File: config.mk
export PLATFORM = sky130hd
export DESIGN_NAME = if_fetch_unit
export DESIGN_NICKNAME = d
export VERILOG_FILES = /design/src/rtl/if_fetch_unit.sv
export SDC_FILE = /design/constraint.sdc
export NUM_CORES = 1
export LEC_CHECK = 0
export BUFFER_PORTS_ARGS = -buffer_cell sky130_fd_sc_hd__buf_4
export CAP_MARGIN = 25
export CORE_MARGIN = 4
export CORE_UTILIZATION = 35
export CTS_BUF_LIST = sky130_fd_sc_hd__clkbuf_4 sky130_fd_sc_hd__clkbuf_8
export CTS_CLUSTER_DIAMETER = 150
export DETAILED_ROUTE_END_ITERATION = 10
export GPL_TIMING_DRIVEN = 1
export HOLD_SLACK_MARGIN = 0.03
export MAX_ROUTING_LAYER = met4
export PLACE_DENSITY = 0.62
export SKIP_CTS_REPAIR_TIMING = 1
export SLEW_MARGIN = 20
export SYNTH_ARGS = -nofsm -noshare
export SYNTH_HDL_FRONTEND = slang
export SYNTH_SLANG_ARGS = --single-unit
File: constraint.sdc
create_clock -name clk -period 2.6 [get_ports clk]
set_clock_uncertainty 0.1 [all_clocks]
set_input_delay 0.52 -clock clk [delete_from_list [all_inputs] [get_ports clk]]
set_output_delay 0.52 -clock clk [all_outputs]
set_load 0.1 [all_outputs]
File: src/rtl/if_fetch_unit.sv
// DLX instruction-fetch stage: owns the PC, runs the imem req/ack handshake, holds on stall, applies redirects.
// Optional performance counters are enabled with the IF_FETCH_PERF_CNT_EN macro.
module if_fetch_unit #(
    parameter logic [31:0] RESET_PC = 32'h0000_0000,
    parameter int          WIDTH    = 64
) (
    input  logic             clk,
    input  logic             rst,
    output logic             imem_req,
    output logic [31:0]      imem_addr,
    input  logic             imem_ack,
    input  logic [31:0]      imem_rdata,
    input  logic             stall,
    input  logic             redirect,
    input  logic [31:0]      redirect_pc,
    output logic [WIDTH-1:0] if_pkt,
    output logic             if_valid,
    output logic             fetch_busy
`ifdef IF_FETCH_PERF_CNT_EN
    ,
    output logic [31:0]      perf_fetched,
    output logic [31:0]      perf_stall_cycles
`endif
);

    // state | meaning
    // FETCH | request outstanding at pc; delivers the word on ack
    // HOLD  | fetched word parked in hold_instr while IF/ID is stalled
    // DRAIN | redirect arrived mid-access; finish it, then jump to pend_pc
    typedef enum logic [1:0] {
        FETCH = 2'd0,
        HOLD  = 2'd1,
        DRAIN = 2'd2
    } state_t;

    state_t      state, state_nxt;
    logic [31:0] pc, pc_nxt;
    logic [31:0] hold_instr, hold_nxt;
    logic [31:0] pend_pc, pend_nxt;
    logic [31:0] pc_plus4;
    logic [31:0] redir_target;
    logic [31:0] instr_out;
    logic        req_int;
    logic        valid_int;
    logic        busy_int;

    assign pc_plus4     = pc + 32'd4;
    assign redir_target = redirect_pc & 32'hFFFF_FFFC;

    always_ff @(posedge clk) begin
        if (!rst) begin
            state      <= FETCH;
            pc         <= RESET_PC & 32'hFFFF_FFFC;
            hold_instr <= 32'h0;
            pend_pc    <= 32'h0;
        end else begin
            state      <= state_nxt;
            pc         <= pc_nxt;
            hold_instr <= hold_nxt;
            pend_pc    <= pend_nxt;
        end
    end

    always_comb begin
        state_nxt = state;
        pc_nxt    = pc;
        hold_nxt  = hold_instr;
        pend_nxt  = pend_pc;
        req_int   = 1'b0;
        valid_int = 1'b0;
        busy_int  = 1'b0;
        instr_out = 32'h0;
        case (state)
            FETCH: begin
                req_int = 1'b1;
                if (!imem_ack) begin
                    busy_int = 1'b1;
                    if (redirect) begin
                        pend_nxt  = redir_target;
                        state_nxt = DRAIN;
                    end
                end else if (redirect) begin
                    pc_nxt = redir_target;
                end else begin
                    valid_int = 1'b1;
                    instr_out = imem_rdata;
                    if (!stall) begin
                        pc_nxt = pc_plus4;
                    end else begin
                        hold_nxt  = imem_rdata;
                        state_nxt = HOLD;
                    end
                end
            end
            HOLD: begin
                valid_int = 1'b1;
                instr_out = hold_instr;
                if (redirect) begin
                    pc_nxt    = redir_target;
                    state_nxt = FETCH;
                end else if (!stall) begin
                    pc_nxt    = pc_plus4;
                    state_nxt = FETCH;
                end
            end
            DRAIN: begin
                req_int  = 1'b1;
                busy_int = 1'b1;
                // Address stays on the abandoned access until memory acks it
                if (imem_ack) begin
                    pc_nxt    = redirect ? redir_target : pend_pc;
                    state_nxt = FETCH;
                end else if (redirect) begin
                    pend_nxt = redir_target;
                end
            end
            default: begin
                state_nxt = FETCH;
            end
        endcase
    end

    assign imem_req   = rst & req_int;
    assign if_valid   = rst & valid_int;
    assign fetch_busy = rst & busy_int;
    assign imem_addr  = pc;
    assign if_pkt     = rst ? {pc_plus4, instr_out} : {WIDTH{1'b0}};

`ifdef IF_FETCH_PERF_CNT_EN
    always_ff @(posedge clk) begin
        if (!rst) begin
            perf_fetched      <= 32'h0;
            perf_stall_cycles <= 32'h0;
        end else begin
            if (if_valid && !stall && !redirect)
                perf_fetched <= perf_fetched + 32'd1;
            if (if_valid && stall)
                perf_stall_cycles <= perf_stall_cycles + 32'd1;
        end
    end
`endif

endmodule

# == Word-level counts from Yosys, hierarchy flattened ==
# Cells that the tools add are included.
# classes
muxes,24
bitwise,5
add_sub_neg,1
eq_ne,8
n_reduce_logical,7
# op_table
cell,count
32-bit two-way mux,7
32-bit case mux with 3 select lines,1
64-bit two-way mux,1
32-bit case mux with 2 select lines,1
32-bit by 3-bit adder with 32-bit output (second input constant),1
2-bit two-way mux,7
3-bit != test (second input constant),4
2-bit case mux with 3 select lines,1
5-bit AND reduction,1
1-bit two-way mux,4
2-bit != test (second input constant),2
1-bit case mux with 2 select lines,2
4-bit AND reduction,1
1-bit bitwise AND,3
3-bit AND reduction,1
3-bit nonzero test,1
2-bit by 1-bit equality test with 1-bit output (second input constant),1
2-bit equality test (second input constant),1
2-bit zero test,1
1-bit inverter,2
2-bit AND reduction,1
2-bit OR reduction,1
# totals
out_inout_bits,99
inputBits,69
regBits,98
word_cells,49

# == Longest topological paths before layout ==
# depth
word_depth,5
mapped_depth,8
ltp_nobuf,6

# == Worst setup path after synthesis ==
# OpenSTA, ideal clock, no wires.
# synth_path
path_type,register -> output
from,register pc[2] (netlist: imem_addr[2])
to,output if_pkt[50]
n_path_buf,1
t_arrival_ps,3730
t_required_ps,1980
path_slack_ps,-1750
stages_incl_launch_ff,7
cell_sequence,dfxtp_1 -> ha_1 -> and4_1 -> buf_2 -> nand4_1 -> or3_1 -> a21boi_1
# synth_between
elab_chain_len,2
# synth_lines
element,line_no,text
start: declaration,37,"logic [31:0] pc, pc_nxt;"
start signal: assignment,53,pc <= RESET_PC & 32'hFFFF_FFFC;
start signal: assignment,58,pc <= pc_nxt;
32-bit by 3-bit adder with 32-bit output,47,assign pc_plus4 = pc + 32'd4;
64-bit two-way mux,127,"assign if_pkt = rst ? {pc_plus4, instr_out} : {WIDTH{1'b0}};"
end: declaration,16,"output logic [WIDTH-1:0] if_pkt,"
# No other way between the ends.

# == Final worst setup path ==
# layout_path
from,register pc[2] (netlist: imem_addr[2])
to,output if_pkt[60]
# Same word-level chain as after synthesis.

==> results_dict.tcl <==
set metrics [dict create \
    fin_hold_ws_ps 236 \
    setup_repair_after_global_routing_missed_its_margin "true" \
    dp.final_hpwl_mm 13.5 \
    drc 0 \
    power-per-cell-area_nw_per_um2 472 \
    fraction_of_final_layout_cells_with_drive_strength_greater_than_1 0.395 \
    clock-root-buffer "clkbuf_8" \
    ys_types 58 \
    r2r.worst_path.cells 5 \
    crit_type "flip-flop to primary output" \
    status "finished with violations" \
    synth.top_cell.area_share 0.336 \
    ant_cells 0 \
    fp.dieW_um 137 \
    cp_cell_sequence "ha_4, and4_4, and2_4, nand4_1, xnor2_2, and2_4, buf_8" \
    total_power_w 0.00407 \
    finalNetCount 1010 \
    ys.warnings.count 0 \
    syn_area_per_cell_um2 7.55 \
    slowest_delay_ps 400 \
    crit_path_end "if_pkt[60]" \
    replace_congestion 0.835 \
    clk_pin_slew_ps 100 \
    cpMostUsedCell "and2_4" \
    min_path_type "input pin to flip-flop" \
    cts_max_path_bufs 2 \
    maxSlewViolCount 0 \
    timing.critical_path.required_ps 1980 \
    insertion_delay_ps 390 \
    startpoint_types "flip-flop" \
    regToRegEndpoint "imem_addr[13]" \
    netlist_top_cells_area "dfxtp_1, nand2_1, a21boi_0, a21boi_1, a22oi_1" \
    timing.critical_path.to_type "primary output" \
    critPathSlowestCell "dfxtp_4" \
    failed_checks "setup timing" \
    vias_in_the_first_global_route 5529 \
    regToRegStartpoint "state[1]" \
    area.growth.synth_to_final_pct 47.7 \
    r2r_slack_ps 580 \
    vias_per_cell 5.25 \
    dominantRegCellSynth "dfxtp_1" \
    wire_per_inst_um 16.7 \
    post-route-period-util 1.05 \
    clock_tree.htree_level_count 3 \
    synth_top_area_cell "dfxtp_1" \
    fillCellCount 1541 \
    timing_worst_slew_pin_value_ps 578 \
    io_pins 168 \
    grt_usage 0.207 \
    post_synth_most_frequent_cells "nand2_1, dfxtp_1, nor2_1, clkbuf_1, a21boi_0" \
    dieArea_um2 18800 \
    initial_utilization 0.363 \
    route.vias.total 6099 \
    cp.arrival_ps 2120 \
    synthCells 774 \
    path_max_fanout 5 \
    tritoncts "built" \
    global_route_wire_length_before_repair_mm 30.0 \
    fp.dieH_um 137 \
    antenna_found_initial 0 \
    io_buffer_count 165 \
    timing.final.hold_violations 0 \
    fmaxAchievable_ghz 0.365 \
    setup_slack_ps -136 \
    power_leakage_nw 3.38 \
    maximum_vdd_drop_mv 0.234 \
    timing.critical_path.from "imem_addr[2]" \
    seq_area_frac_synth 0.336 \
    postRouteWirelength_mm 19.4 \
    min_clock_period_post_route_ps 2740 \
    grt_max_degree 92 \
    finalSetupViolCount 12 \
    synth_edf_count 0 \
    post-synth-top-count-cell "nand2_1" \
    detail-route-antenna-nets 0 \
    synth_seq_cells 98 \
    tritoncts.num_buffers 9 \
    worst_slew_margin_rel 0.611 \
    cap_violations 0 \
    cts.sinks 98 \
    detail_route.first_pass.iterations 5 \
    core_region_area_um2 16100 \
    post_synthesis_cell_area_um2 5850 \
    gr-total-overflow 0 \
    synthesized_netlist_net_count 844 \
    placement_rows 46 \
    async_reset_ff_frac 0 \
    initialDrtViolationCount 409 \
]
-- registers in the layout, summed over array words and instances, names as in the netlist --
| name | count |
|---|---|
| pend_pc | 32 |
| state | 2 |
| imem_addr | 32 |
| hold_instr | 32 |
-- cells in the final DEF (no fill, tap or decap), drive strengths merged, types with 6 or more instances in the layout --
cell type and instances:
a211oi 6, a21boi 72, a21oi 10, a221o 7
a22oi 35, and2 32, and3 13, and4 9
buf 227, clkbuf 9, dfxtp 98, nand2 179
nand3 25, nand4 15, nor2 53, nor2b 10
nor3 14, nor4 7, o211ai 11, o21ai 32
o311ai 6, xnor2 19, xor2 8
-- worst max-delay path, delay by kind of cell (launching register included) --
family / cells / cell delay [ps]
xor gates and xnor gates: 1 / 210
adders and majority gates: 1 / 130
buffers and inverters: 1 / 190
DFF: 1 / 400
and+or+nand+nor: 4 / 810
-- report_power, final --
group | switching [W] | internal [W] | leakage [nW]
sequential | 0.0000863 | 0.00157 | 0.819
clock | 0.000590 | 0.000541 | 0.107
combinational | 0.000878 | 0.000410 | 2.46
total | 0.00155 | 0.00252 | 3.38
-- layout make-up --
class                      count  area, um^2  share of cell area
tap                          216         270              0.0313
clock buffer                   9         124              0.0143
inverter                       4        15.0             0.00174
sequential                    98        2060               0.238
timing repair buffer         227        2090               0.242
multi-input combinational    600        3990               0.462
clock inverter                 7        93.8              0.0109
-- cells by family after synthesis --
| kind of cell | synth area share |
|---|---|
| AO/OA/AOI/OAI | 0.245 |
| XOR/XNOR | 0.0404 |
| adder cells (fa/ha/maj) | 0.00214 |
| buffers and inverters | 0.0625 |
| flip-flops | 0.336 |
| multiplexers | 0.00535 |
| AND/OR/NAND/NOR | 0.309 |
-- worst min-delay path by stage --
stage              startpoint              to  depth (start not counted)  slack, ps
2_1_floorplan   hold_instr[0]   hold_instr[0]                          2        340
3_3_place_gp   hold_instr[15]  hold_instr[15]                          2        340
3_5_place_dp   hold_instr[20]  hold_instr[20]                          2        350
4_1_cts              imem_ack        state[1]                          2        230
5_1_grt              imem_ack        state[1]                          2        230
6_report             imem_ack        state[1]                          2        240
-- through the flow --
stage | TNS, ps | std cells | utilization | worst slack (ps) | area [um^2]
3_5_place_dp | 0 | 1119 | 0.484 | 29.8 | 7810
6_report | -702 | 1161 | 0.536 | -136 | 8630
4_1_cts | -8410 | 1135 | 0.498 | -415 | 8020
5_1_grt | -2240 | 1161 | 0.536 | -230 | 8630
3_3_place_gp | 0 | 1119 | 0.484 | 54.1 | 7810
2_1_floorplan | -301 | 774 | - | -254 | 6260
-- per-layer routing --
metal	global-route usage	share of wire	vias to the layer above	routed length, um
met5	-	0	-	0
met1	0.279	0.44	2844	8530
met4	0.0698	0.019	0	365
met2	0.312	0.48	188	9260
li1	-	-	3042	-
met3	0.0409	0.066	25	1290
No activity file was read; power rests on OpenSTA's default activity.
